--- src/rtl/pairhmm_pkg.sv ---
// Shared types for the pairhmm datapath blocks.
package pairhmm_pkg;

    typedef enum logic [1:0] {
        IDLE = 2'd0,
        MOVE = 2'd1,
        DONE = 2'd2
    } transfer_state_t;

    localparam int DEFAULT_COUNT_WIDTH = 16;

endpackage

--- src/rtl/fifo_if.sv ---
// FIFO port bundle: read side expects a first-word-fall-through source, write side a sink with full.
interface fifo_if #(parameter type T = logic) ();

    logic read;
    T     read_data;
    logic empty;
    logic write;
    T     write_data;
    logic full;

    modport master_read  (output read,  input  read_data, input  empty);
    modport slave_read   (input  read,  output read_data, output empty);
    modport master_write (output write, output write_data, input full);
    modport slave_write  (input  write, input  write_data, output full);

endinterface

--- src/rtl/cl_transfer_stage.sv ---
// Single-entry holding register between source and sink; one cycle of latency.
// Load wins over unload so a simultaneous read/write keeps the stage full.
module cl_transfer_stage #(
    parameter type T = logic
) (
    input  logic clock_i,
    input  logic reset_i,
    input  logic load,
    input  T     load_data,
    input  logic unload,
    output logic valid,
    output T     data
);

    always_ff @(posedge clock_i or posedge reset_i) begin
        if (reset_i) begin
            valid <= 1'b0;
        end else if (load) begin
            valid <= 1'b1;
        end else if (unload) begin
            valid <= 1'b0;
        end
    end

    // Payload only matters while valid is set, so it carries no reset.
    always_ff @(posedge clock_i) begin
        if (load) begin
            data <= load_data;
        end
    end

endmodule

--- src/rtl/cl_fifo_transfer_master.sv ---
// Moves length_i elements from an FWFT source to a sink through one output stage.
// One element per cycle when unblocked; stalls on source empty or sink full.
module cl_fifo_transfer_master
    import pairhmm_pkg::*;
#(
    parameter type T           = logic,
    parameter int  COUNT_WIDTH = DEFAULT_COUNT_WIDTH
) (
    input  logic                   clock_i,
    input  logic                   reset_i,
    input  logic                   start_i,
    input  logic [COUNT_WIDTH-1:0] length_i,
    output logic                   busy_o,
    output logic                   done_o,
    output logic [COUNT_WIDTH-1:0] count_o,
    fifo_if.master_read            read_bus,
    fifo_if.master_write           write_bus
);

    transfer_state_t        state;
    transfer_state_t        state_next;
    logic [COUNT_WIDTH-1:0] length_q;
    logic [COUNT_WIDTH-1:0] rd_cnt;
    logic                   stage_valid;
    T                       stage_data;
    logic                   rd;
    logic                   wr;
    logic                   accept;
    logic                   last_write;

    assign accept     = (state == IDLE) && start_i;
    assign wr         = stage_valid && !write_bus.full;
    assign rd         = (state == MOVE) && !read_bus.empty && (rd_cnt < length_q)
                        && (!stage_valid || wr);
    assign last_write = wr && ((count_o + COUNT_WIDTH'(1)) == length_q);

    assign read_bus.read        = rd;
    assign write_bus.write      = wr;
    assign write_bus.write_data = stage_data;

    cl_transfer_stage #(.T(T)) u_stage (
        .clock_i   (clock_i),
        .reset_i   (reset_i),
        .load      (rd),
        .load_data (read_bus.read_data),
        .unload    (wr),
        .valid     (stage_valid),
        .data      (stage_data)
    );

    always_ff @(posedge clock_i or posedge reset_i) begin
        if (reset_i) begin
            state <= IDLE;
        end else begin
            state <= state_next;
        end
    end

    always_comb begin
        state_next = state;
        busy_o     = 1'b0;
        done_o     = 1'b0;
        case (state)
            IDLE: begin
                if (start_i) begin
                    state_next = (length_i == '0) ? DONE : MOVE;
                end
            end
            MOVE: begin
                busy_o = 1'b1;
                if (last_write) begin
                    state_next = DONE;
                end
            end
            DONE: begin
                done_o     = 1'b1;
                state_next = IDLE;
            end
            default: state_next = IDLE;
        endcase
    end

    // count_o keeps the final tally until the next accepted start.
    always_ff @(posedge clock_i or posedge reset_i) begin
        if (reset_i) begin
            length_q <= '0;
            rd_cnt   <= '0;
            count_o  <= '0;
        end else if (accept) begin
            length_q <= length_i;
            rd_cnt   <= '0;
            count_o  <= '0;
        end else begin
            if (rd) begin
                rd_cnt <= rd_cnt + COUNT_WIDTH'(1);
            end
            if (wr) begin
                count_o <= count_o + COUNT_WIDTH'(1);
            end
        end
    end

endmodule

--- src/flat_wrapper.sv ---
// flat-port wrapper written by rule: the top's interface ports become plain ports
module cl_fifo_transfer_master_flat import pairhmm_pkg::*;
#(
    parameter type T           = logic,
    parameter int  COUNT_WIDTH = DEFAULT_COUNT_WIDTH
)
  (clock_i, reset_i, start_i, length_i, busy_o, done_o, count_o, read_bus_read, read_bus_read_data, read_bus_empty, write_bus_write, write_bus_write_data, write_bus_full);
  fifo_if #(.T(T)) read_bus_i ();
  fifo_if #(.T(T)) write_bus_i ();
  input  logic clock_i;
  input  logic reset_i;
  input  logic start_i;
  input  logic [COUNT_WIDTH-1:0] length_i;
  output logic busy_o;
  output logic done_o;
  output logic [COUNT_WIDTH-1:0] count_o;
  output wire logic [$bits(read_bus_i.read)-1:0] read_bus_read;
  input wire logic [$bits(read_bus_i.read_data)-1:0] read_bus_read_data;
  input wire logic [$bits(read_bus_i.empty)-1:0] read_bus_empty;
  output wire logic [$bits(write_bus_i.write)-1:0] write_bus_write;
  output wire logic [$bits(write_bus_i.write_data)-1:0] write_bus_write_data;
  input wire logic [$bits(write_bus_i.full)-1:0] write_bus_full;
  assign read_bus_read = read_bus_i.read;
  assign read_bus_i.read_data = read_bus_read_data;
  assign read_bus_i.empty = read_bus_empty;
  assign write_bus_write = write_bus_i.write;
  assign write_bus_write_data = write_bus_i.write_data;
  assign write_bus_i.full = write_bus_full;
  cl_fifo_transfer_master #(.T(T), .COUNT_WIDTH(COUNT_WIDTH)) u_core (.clock_i(clock_i), .reset_i(reset_i), .start_i(start_i), .length_i(length_i), .busy_o(busy_o), .done_o(done_o), .count_o(count_o), .read_bus(read_bus_i), .write_bus(write_bus_i));
endmodule
--- config.mk ---
export PLATFORM = sky130hd
export DESIGN_NAME = cl_fifo_transfer_master_flat
export DESIGN_NICKNAME = d
export VERILOG_FILES = /design/src/rtl/pairhmm_pkg.sv /design/src/rtl/fifo_if.sv /design/src/rtl/cl_transfer_stage.sv /design/src/rtl/cl_fifo_transfer_master.sv /design/src/flat_wrapper.sv
export SDC_FILE = /design/constraint.sdc
export NUM_CORES = 1
export LEC_CHECK = 0
export CAP_MARGIN = 40
export CORE_MARGIN = 2
export CORE_UTILIZATION = 38
export CTS_CLUSTER_DIAMETER = 150
export DETAILED_ROUTE_END_ITERATION = 8
export PLACE_DENSITY = 0.62
export RECOVER_POWER = 100
export SYNTH_ARGS = -nofsm -noshare
export SYNTH_HDL_FRONTEND = slang
export SYNTH_HIERARCHICAL = 1
export SYNTH_SLANG_ARGS = --single-unit
export TNS_END_PERCENT = 1
--- constraint.sdc ---
create_clock -name clock_i -period 2.94 [get_ports clock_i]
set_input_delay 0.294 -clock clock_i [delete_from_list [all_inputs] [get_ports clock_i]]
set_output_delay 0.294 -clock clock_i [all_outputs]
set_load 0.02 [all_outputs]
After elaboration in Yosys (flattened, before gate mapping)
Index checks and enable logic that the tools add are counted.
Word-level totals
  bits in registers: 52
  input port bits: 22
  output and inout port bits: 21
  logic and storage cells: 42
Cells by class
  add/sub/neg operators: 2
  order comparisons: 1
  eq/ne operators: 5
  mux-type cells: 12
  reductions and logical operators: 16
Operators by type and width (count)
  $mux W16: 4
  $add A16 B1 Y16 const B: 2
  $eq A16 B16 Y1: 1
  $logic_not A16 Y1: 1
  $lt A16 B16 Y1: 1
  $logic_and A1 B1 Y1: 6
  $mux W2: 3
  $reduce_bool A2 Y1: 3
  $mux W1: 4
  $pmux W2 S2: 1
  $logic_not A1 Y1: 3
  $eq A2 B1 Y1 const B: 1
  $eq A2 B2 Y1 const B: 1
  $logic_not A2 Y1: 1
  $ne A2 B1 Y1 const B: 1
  $ne A2 B2 Y1 const B: 1
  $reduce_and A2 Y1: 1
  $logic_or A1 B1 Y1: 1

Logic depth before layout (Yosys ltp)
  depth after elaboration: 6
  mapped depth: 10
  depth with buffers taken out: 8

Cells and area by module
Netlist, hierarchy kept.
By module, submodules not included
  cl_fifo_transfer_master: instances 1, cells an instance 364, area each 3169.3 um^2, seq. area each 1251.2 um^2
  cl_transfer_stage: instances 1, cells an instance 5, area each 70.1 um^2, seq. area each 55.1 um^2

Least setup slack after synthesis
No wires, ideal clock.
  path kind: flip-flop to flip-flop
  start: register u_core.rd_cnt[6]
  end: register u_core.u_stage.data, enable pin
  library setup time: 0.322 ns
  arrival time: 2.109 ns
  required time: 2.618 ns
  slack: 0.509 ns
  stages on the path, launching flop included: 9
  buffers on the path: 2
  period minus slack after synthesis: 2.431 ns
  cells stage by stage: dfrtp_1 -> ha_1 -> a21o_1 -> a211o_1 -> a211oi_2 -> o211ai_2 -> buf_2 -> buf_2 -> inv_1
On the way
  word-level cells in the longest chain between the ends: 3
RTL lines
  from (decl): RTL line cl_fifo_transfer_master.sv:23  | logic [COUNT_WIDTH-1:0] rd_cnt;
  from (signal assigned): RTL line cl_fifo_transfer_master.sv:95  | rd_cnt <= rd_cnt + COUNT_WIDTH'(1);
  $lt A16 B16 Y1: RTL line cl_fifo_transfer_master.sv:33  | assign rd = (state == MOVE) && !read_bus.empty && (rd_cnt < length_q)
  $logic_and A1 B1 Y1: RTL line cl_fifo_transfer_master.sv:33
  $logic_and A1 B1 Y1: RTL line cl_fifo_transfer_master.sv:34  | && (!stage_valid || wr);
  via read_bus_read: RTL line flat_wrapper.sv:17  | output wire logic [$bits(read_bus_i.read)-1:0] read_bus_read;
  to (signal assigned): RTL line cl_transfer_stage.sv:28  | data <= load_data;
  to (decl): RTL line cl_transfer_stage.sv:12  | output T data
The timed path passes the listed nets, and every way through them passes these cells.
A chain may end at the register's enable or synchronous reset.

Worst setup path after layout
  start: register u_core.rd_cnt[13]
  end: output read_bus_read
On the way
  word-level cells in the longest chain between the ends: 3
RTL lines (RTL line)
  $lt A16 B16 Y1: cl_fifo_transfer_master.sv:33
  $logic_and A1 B1 Y1: cl_fifo_transfer_master.sv:33
  $logic_and A1 B1 Y1: cl_fifo_transfer_master.sv:34
  to (decl): flat_wrapper.sv:17
Every way passes these cells.

==> flow_summary.toml <==
[status]
status = "complete, no violations"

[placement]
postPlaceCellArea_um2 = 3770
hpwl_um = 5820
port_buffers = 42
preCtsSetupSlack_ns = 0.258
gp_congestion = 0.803
dp_cells = 503

[power_and_ir_drop]
peakVddDrop_mv = 0.351
power_uw = 1980
p_leak_uw = 0.00170
p_per_area_nw_per_um2 = 513

[routing]
wl_per_cell_um = 15.2
drt_first_pass_iters = 4
via_per_inst = 5.40
first_iter_violations = 133
vias = 2754
ant_nets = 0
totalWireLength_um = 7750
route.detailed.drc = 0

[critical_path]
critPathMaxFanout = 5
worstSetupStartpointType = "flip-flop"
crit_type = "reg -> out"
cp.arrival_ns = 2.50
crit_required_ns = 2.65
end_kind = "primary output"

[floorplanning]
io_pins = 43
fp.dieArea_um2 = 9280
die_w_um = 96.3
start_util_pct = 39.2
core_um2 = 8260
rows = 33
dieHeight_um = 96.3

[timing]
layout_setup_ws_ns = 0.148
final_max_slew_viol_count = 0
finalHoldViolCount = 0
setup_tns_ns = 0
relSlewSlack_pct = 20.8
min_period_over_period_pct = 95.0
fmax_mhz = 358
skew_ns = 0.00629
period_minus_slack_ns = 2.79
rsz0062_at_grt = "no"
setup_violations = 0
worst_pin_slew_ns = 1.19

[cells_and_area]
n_antenna_cell = 0
fin_area_um2 = 3860
fin_nets = 444
area_delta_synth_final_pct = 19.3
drive_gt1_share_pct = 3.70
final_cells = 510

[clock_tree]
numClockSinks = 52
cts_root_buf = "clkbuf_8"
htreeDepth = 2
clk_path_buf_depth = 2
cts_made_buffers = 5
cts-hold-fix-buffers = 0
clkSlewWorstSetupHoldPaths_ns = 0.09
cts_resized = 1
cts_tree = "built"
postCtsSetupRepairBufs = 0
clkLatencyLatePin_ns = 0.31

[synthesis]
synth_commonest_cells = "51 x dfrtp_1, 39 x nand2_1, 29 x o21ai_0"
synth_ff_type = "dfrtp_1"
synth_area_leader_cell = "dfrtp_1"
synth_edf_count = 1
synth_top_cell_area_share_pct = 39.4
netlist_area_um2 = 3240
yosys-top-cells-area = "dfrtp_1 39%, ha_1 6.6%, nand2_1 4.5%"
syn_avg_cell_area_um2 = 8.78
syn-num-nets = 408
ys_async_sr_fraction_pct = 98.1
synth_cell_types = 46
synth.ff_latch_count = 52
ys_warn_count = 6
post-synth-top-count-cell = "dfrtp_1"
ys_seq_area_share_pct = 40.3
syn_inst = 369

[global_route]
grt_pass1_vias = 2724
grt_max_degree = 64
grt_pass1_wl_um = 13100
grt_overflow = 0
grt_antenna_before_repair = 0
grt_usage_pct = 18.1

[job]
cap_violations = 0

[hold_path]
hold_path.class = "in -> async"
-- worst max-delay path: stages, from the launching register on --
cell and delay, ns:
dfrtp_1 0.43, ha_1 0.31, and4_1 0.20, nor4b_1 0.34, o211ai_1 0.18, o211ai_1 0.27
inv_1 0.12, dlygate4sd2_1 0.34
-- per-stage QoR --
step / utilization, % / hold WS, ns
after detailed placement: 45.6 / 0.492
final: 46.8 / 0.272
after global routing: 46.8 / 0.277
after CTS: 47.2 / 0.151
after floorplan: - / 0.0227
after global placement: 45.6 / 0.487
-- registers in the layout, indices dropped and copies added, names as in the netlist --
register / flops
u_core/count_o: 16
u_core/length_q: 16
u_core/rd_cnt: 16
u_core/state: 2
u_core/u_stage/data: 1
u_core/u_stage/valid: 1
-- path summary, 6_finish.rpt --
path                                       from                    to  slack [ns]  cells after the start
setup reg to reg               u_core/rd_cnt[6]     u_core/rd_cnt[10]        0.23                      8
hold / removal                          reset_i  u_core/u_stage/valid        0.27                      2
max in group asynchronous               reset_i     u_core/rd_cnt[15]        0.89                      3
setup / recovery              u_core/rd_cnt[13]         read_bus_read        0.15                      7
hold reg to reg            u_core/u_stage/valid  u_core/u_stage/valid        0.58                      1
min in group clock_i               length_i[10]   u_core/length_q[10]        0.57                      3
-- layout by cell type (no fill, tap or decap), drive strengths merged, types with 5 or more instances in the layout --
master         instances
nand4                 10
nor4                  10
o31ai                  5
or4                    5
inv                   23
dfrtp                 51
nor2                  22
or3                   12
clkdlybuf4s50         18
nand2                 39
dlygate4sd3           23
a21oi                 21
clkbuf                 9
and3                   8
ha                    17
o21ai                 31
xnor2                 16
nand3                 17
xor2                  16
-- where the power goes --
group / total (uW) / internal [uW] / leakage [uW] / switching, uW
registers: 941 / 793 / 0.000619 / 147
logic: 467 / 227 / 0.00101 / 240
clock network: 576 / 335 / 0.0000642 / 241
-- kinds of logic (layout without fill, tap and decap cells) --
logic type	Yosys count	count (layout)	share of synthesized area (%)
flip-flops	52	52	40.3
AND/OR/NAND/NOR	144	144	23.1
AO/OA/AOI/OAI	81	81	15.9
adder cells (fa/ha/maj)	17	17	6.57
multiplexers	1	1	0.309
buffers and inverters	42	78	5.10
XOR/XNOR	32	32	8.65
-- routing by layer --
| layer | track usage [%] | up-vias | part of all wire, % |
|---|---|---|---|
| li1 | - | 1381 | - |
| met1 | 23.7 | 1321 | 47 |
| met2 | 31.3 | 45 | 49 |
| met3 | 3.13 | 7 | 3.2 |
| met4 | 3.87 | 0 | 1.1 |
| met5 | 0 | - | 0 |
-- layout make-up --
type / instances / area (um2)
clock buffers: 5 / 68.8
well taps: 105 / 131
clock inverters: 2 / 60.1
fillers: 812 / 4390
inverters: 24 / 90.1
repair buffers: 47 / 443
flip-flops and latches: 52 / 1310
multi-input cells: 275 / 1760
No activity file was read; power rests on OpenSTA's default activity.
